--- src/rtl/mem_arbiter.sv ---
// Two-requester (IFU read-only, LSU read/write) arbiter in front of the single-port memory.
// Define MEM_ARB_RR_EN for round-robin conflict resolution; otherwise LSU has fixed priority.
module mem_arbiter #(
    parameter int unsigned BITSIZE = 32
) (
    input  logic               clk,
    input  logic               rst_i,
    input  logic               ifu_valid_i,
    input  logic [31:0]        ifu_addr_i,
    output logic               ifu_ready_o,
    output logic               ifu_rvalid_o,
    output logic [BITSIZE-1:0] ifu_rdata_o,
    input  logic               lsu_valid_i,
    input  logic               lsu_write_i,
    input  logic [1:0]         lsu_size_i,
    input  logic [31:0]        lsu_addr_i,
    input  logic [BITSIZE-1:0] lsu_wdata_i,
    output logic               lsu_ready_o,
    output logic               lsu_rvalid_o,
    output logic [BITSIZE-1:0] lsu_rdata_o,
    output logic               mem_valid_o,
    output logic               mem_write_o,
    output logic [1:0]         mem_write_size_o,
    output logic [31:0]        mem_addr_o,
    output logic [BITSIZE-1:0] mem_data_o,
    input  logic               mem_valid_i,
    input  logic [BITSIZE-1:0] mem_data_i
);

    typedef enum logic [1:0] {IDLE, ISSUE, RESP} state_t;

    state_t             state;
    logic               owner_lsu;
    logic               grant_lsu;
    logic               grant_ifu;
    logic               accept;

`ifdef MEM_ARB_RR_EN
    logic               last_lsu;

    // On conflict, the requester not granted last time wins.
    assign grant_lsu = lsu_valid_i && (!ifu_valid_i || !last_lsu);
`else
    assign grant_lsu = lsu_valid_i;
`endif
    assign grant_ifu = ifu_valid_i && !grant_lsu;

    // Ready is suppressed during reset so every output reads 0 while rst_i is high.
    assign accept      = (state == IDLE) && !rst_i;
    assign ifu_ready_o = accept && grant_ifu;
    assign lsu_ready_o = accept && grant_lsu;

    always_ff @(posedge clk) begin
        if (rst_i) begin
            state            <= IDLE;
            owner_lsu        <= 1'b0;
            ifu_rvalid_o     <= 1'b0;
            ifu_rdata_o      <= '0;
            lsu_rvalid_o     <= 1'b0;
            lsu_rdata_o      <= '0;
            mem_valid_o      <= 1'b0;
            mem_write_o      <= 1'b0;
            mem_write_size_o <= 2'b00;
            mem_addr_o       <= '0;
            mem_data_o       <= '0;
`ifdef MEM_ARB_RR_EN
            last_lsu         <= 1'b0;
`endif
        end else begin
            unique case (state)
                IDLE: begin
                    if (grant_lsu || grant_ifu) begin
                        owner_lsu        <= grant_lsu;
                        mem_valid_o      <= 1'b1;
                        mem_write_o      <= grant_lsu && lsu_write_i;
                        mem_write_size_o <= grant_lsu ? lsu_size_i : 2'b10;
                        mem_addr_o       <= grant_lsu ? lsu_addr_i : ifu_addr_i;
                        mem_data_o       <= grant_lsu ? lsu_wdata_i : '0;
`ifdef MEM_ARB_RR_EN
                        last_lsu         <= grant_lsu;
`endif
                        state            <= ISSUE;
                    end
                end
                ISSUE: begin
                    if (mem_valid_i) begin
                        mem_valid_o <= 1'b0;
                        mem_write_o <= 1'b0;
                        if (owner_lsu) begin
                            lsu_rvalid_o <= 1'b1;
                            lsu_rdata_o  <= mem_write_o ? '0 : mem_data_i;
                        end else begin
                            ifu_rvalid_o <= 1'b1;
                            ifu_rdata_o  <= mem_data_i;
                        end
                        state <= RESP;
                    end
                end
                RESP: begin
                    ifu_rvalid_o <= 1'b0;
                    lsu_rvalid_o <= 1'b0;
                    state        <= IDLE;
                end
                default: state <= IDLE;
            endcase
        end
    end

endmodule
--- config.mk ---
export PLATFORM = sky130hd
export DESIGN_NAME = mem_arbiter
export DESIGN_NICKNAME = d
export VERILOG_FILES = /design/src/rtl/mem_arbiter.sv
export SDC_FILE = /design/constraint.sdc
export NUM_CORES = 1
export LEC_CHECK = 0
export CAP_MARGIN = 10
export CORE_MARGIN = 2
export CORE_UTILIZATION = 40
export CTS_CLUSTER_SIZE = 12
export DETAILED_ROUTE_END_ITERATION = 16
export GPL_TIMING_DRIVEN = 0
export MAX_ROUTING_LAYER = met4
export PLACE_DENSITY = 0.89
export SETUP_SLACK_MARGIN = 0.15
export SYNTH_ARGS = -nofsm -noshare
export SYNTH_HDL_FRONTEND = slang
export SYNTH_SLANG_ARGS = --single-unit
--- constraint.sdc ---
create_clock -name clk -period 2.95 [get_ports clk]
set_input_delay 0.59 -clock clk [delete_from_list [all_inputs] [get_ports clk]]
set_output_delay 0.59 -clock clk [all_outputs]
set_load 0.005 [all_outputs]
==> results_dict.tcl <==
set metrics [dict create \
    finalClockSkew_ns 0.0104 \
    hold_start "lsu_rdata_o[20]$_SDFFE_PP0P_" \
    yosysWarnings 0 \
    num-fill-cells 1020 \
    wl_per_cell_um 17.7 \
    crit_required_ns 2.36 \
    hold_class "flop to flop" \
    drtIter0Drc 275 \
    htreeDepth 4 \
    start_kind "flop" \
    setup-violations-final 0 \
    antenna_cells 0 \
    path_max_fanout 10 \
    startpoint "state[1]$_SDFFE_PP0P_" \
    port_buffers 269 \
    critPathKind "flop to output port" \
    tightest_slew_ns 0.705 \
    fmax_ghz 0.378 \
    gr-total-overflow 0 \
    grtUsageTotal_pct 26.0 \
    outcome "finished, final reports clean" \
    rsz0062_at_grt "no" \
    synth_xor_area_share_pct 0 \
    async_flop_share_pct 0 \
    synth_edf_count 0 \
    drt_first_pass_iters 8 \
    cts_resized 1 \
    syn_to_final_growth_pct 64.7 \
    final_cell_mix "clkdlybuf4s50_1 (269), dfxtp_1 (137), a21oi_1 (101)" \
    start_util_pct 41.5 \
    slowest_delay_ns 0.52 \
    synthSimpleGateAreaFrac_pct 13.5 \
    design_area_mm2 0.00869 \
    avgSynthCellArea_um2 9.77 \
    p_int_uw 3570 \
    powerDensity_mw_per_mm2 545 \
    cts_tree "yes" \
    cp.arrival_ns 2.06 \
    synth_top_family_by_area "compound AO/OA/AOI/OAI gates" \
    p_clk_share_pct 38.8 \
    hold_buffers 0 \
    syn_area_mm2 0.00528 \
    whs_ns 0.451 \
    cts.clk_slew.worst_paths_ns 0.06 \
    fin_cells 1011 \
    worstPathCellList "nor2_2, and3_1, buf_2, clkbuf_4, clkdlybuf4s50_1" \
    cp_slowest_cell "clkdlybuf4s50_1" \
    slew-limit-headroom_pct 53.0 \
    place.gp.congestion 0.832 \
    grt_pass1_vias 5450 \
    fp-row-count 41 \
    dp_hpwl_mm 13.5 \
    pin_count 272 \
    viasPerCell 5.22 \
    multiInputGateArea_mm2 0.00226 \
    period_minus_slack_ns 2.65 \
    dp.cells 981 \
    syn_nets 676 \
    grt_pass1_wl_mm 28.1 \
    ys_ff_latch 137 \
    ant_nets 0 \
    cts_buffers 17 \
    placed_area_mm2 0.00818 \
    drv_slew 0 \
    regToRegStartpoint "state[1]$_SDFFE_PP0P_" \
    synth_compound_area_share_pct 23.3 \
    vias 5277 \
    die_y_um 119 \
    clockBufferDepth 2 \
    ys_seq_area_share_pct 52.0 \
    critPathCaptureType "output port" \
    clk_latency_ns 0.41 \
    drt_wl_total_mm 17.9 \
    core_mm2 0.0127 \
    pwr-share-comb_pct 18.2 \
    postCtsSetupBuffers 0 \
    final_common_cell "clkdlybuf4s50_1" \
    cap_violations 0 \
    ys_types 28 \
    synth_mux_area_share_pct 6.07 \
    die-area_mm2 0.0141 \
    postSynthCellCount 540 \
    ir_drop_mv 0.368 \
    layout-drive-gt1-share_pct 9.30 \
    pwr-share-seq_pct 43.0 \
    post-route-period-util_pct 89.7 \
    synth_adder_area_share_pct 0 \
    cts.sinks 137 \
    swShare_pct 24.6 \
    die-width_um 119 \
    finalHoldViolCount 0 \
    layout.area.seq_mm2 0.00274 \
    nets 964 \
    antenna_found_initial 0 \
    synthFlopType "dfxtp_1" \
    setup_tns_ns 0 \
    grt_max_degree 17 \
    p_sw_uw 1170 \
    p_leak_uw 0.00316 \
    drc 0 \
    root_buffer "clkbuf_16" \
]
==> final cells by class <==
cell class                 count  share of cell area (%)
clock buffer                  26                    5.51
timing repair buffer         269                    31.0
clock inverter                 4                   0.230
buffer                        53                    3.08
inverter                       2                  0.0864
sequential                   137                    31.6
tap                          172                    2.48
multi-input combinational    348                    26.1
==> per-layer routing <==
| metal | vias up | track usage [%] | routed length, um | share of wire [%] |
|---|---|---|---|---|
| met5 | - | - | 0 | 0 |
| met4 | 0 | 10.9 | 485 | 2.7 |
| met3 | 35 | 7.14 | 1390 | 7.8 |
| met2 | 260 | 44.4 | 9150 | 51 |
| met1 | 2491 | 28.6 | 6890 | 38 |
| li1 | 2491 | - | - | - |
==> power by group through the flow <==
stage	logic, uW	registers (uW)	clock network (uW)
4_1_cts	864	2040	1870
5_1_grt	922	2050	1950
2_1_floorplan	338	2070	0
6_report	860	2040	1840
3_3_place_gp	845	2070	0
3_5_place_dp	857	2070	0
==> sequential cells by signal, indices dropped and copies added, names as in the netlist <==
signal and flops:
lsu_rdata_o 32, mem_write_o 1, ifu_rvalid_o 1, lsu_rvalid_o 1
mem_addr_o 32, mem_write_size_o 2, mem_valid_o 1, owner_lsu 1
state 2, ifu_rdata_o 32, mem_data_o 32
==> metrics by stage <==
step | total power (uW) | util [%] | setup WS [ns]
2_1_floorplan | 2410 | - | 0.971
3_3_place_gp | 2910 | 64.3 | 0.0373
3_5_place_dp | 2930 | 64.3 | 0.0278
4_1_cts | 4770 | 68.3 | 0.171
5_1_grt | 4920 | 68.3 | 0.170
6_report | 4740 | 68.3 | 0.304
==> critical path: cells and delay by family, from the launching register on <==
family,cells,cell delay [ns]
buffers and inverters,3,0.96
flip-flops,1,0.36
AND/OR/NAND/NOR,2,0.32
==> cells by family after synthesis <==
group	after synthesis
simple gates	146
buf+inv	55
compound gates	170
flops	137
mux	32
==> worst paths after layout <==
kind                                  end  depth (start not counted)  slack (ns)
max                           lsu_ready_o                          5        0.30
min          lsu_rdata_o[20]$_SDFFE_PP0P_                          2        0.45
max reg2reg   ifu_rdata_o[9]$_SDFFE_PP0P_                          5        1.25
min reg2reg  lsu_rdata_o[20]$_SDFFE_PP0P_                          2        0.45
==> cell usage after synthesis, types with 2 or more instances <==
library cell	instances	area, um2
a211oi_1	2	15.0
a211oi_2	30	375
a21oi_1	101	505
a22o_1	33	289
buf_2	15	75.1
buf_6	6	67.6
clkbuf_1	31	116
dfxtp_1	137	2740
inv_1	2	7.51
mux2i_1	32	320
nand2_1	99	372
nand3b_1	33	248
nor2_1	4	15.0
No activity file was read; power rests on OpenSTA's default activity.
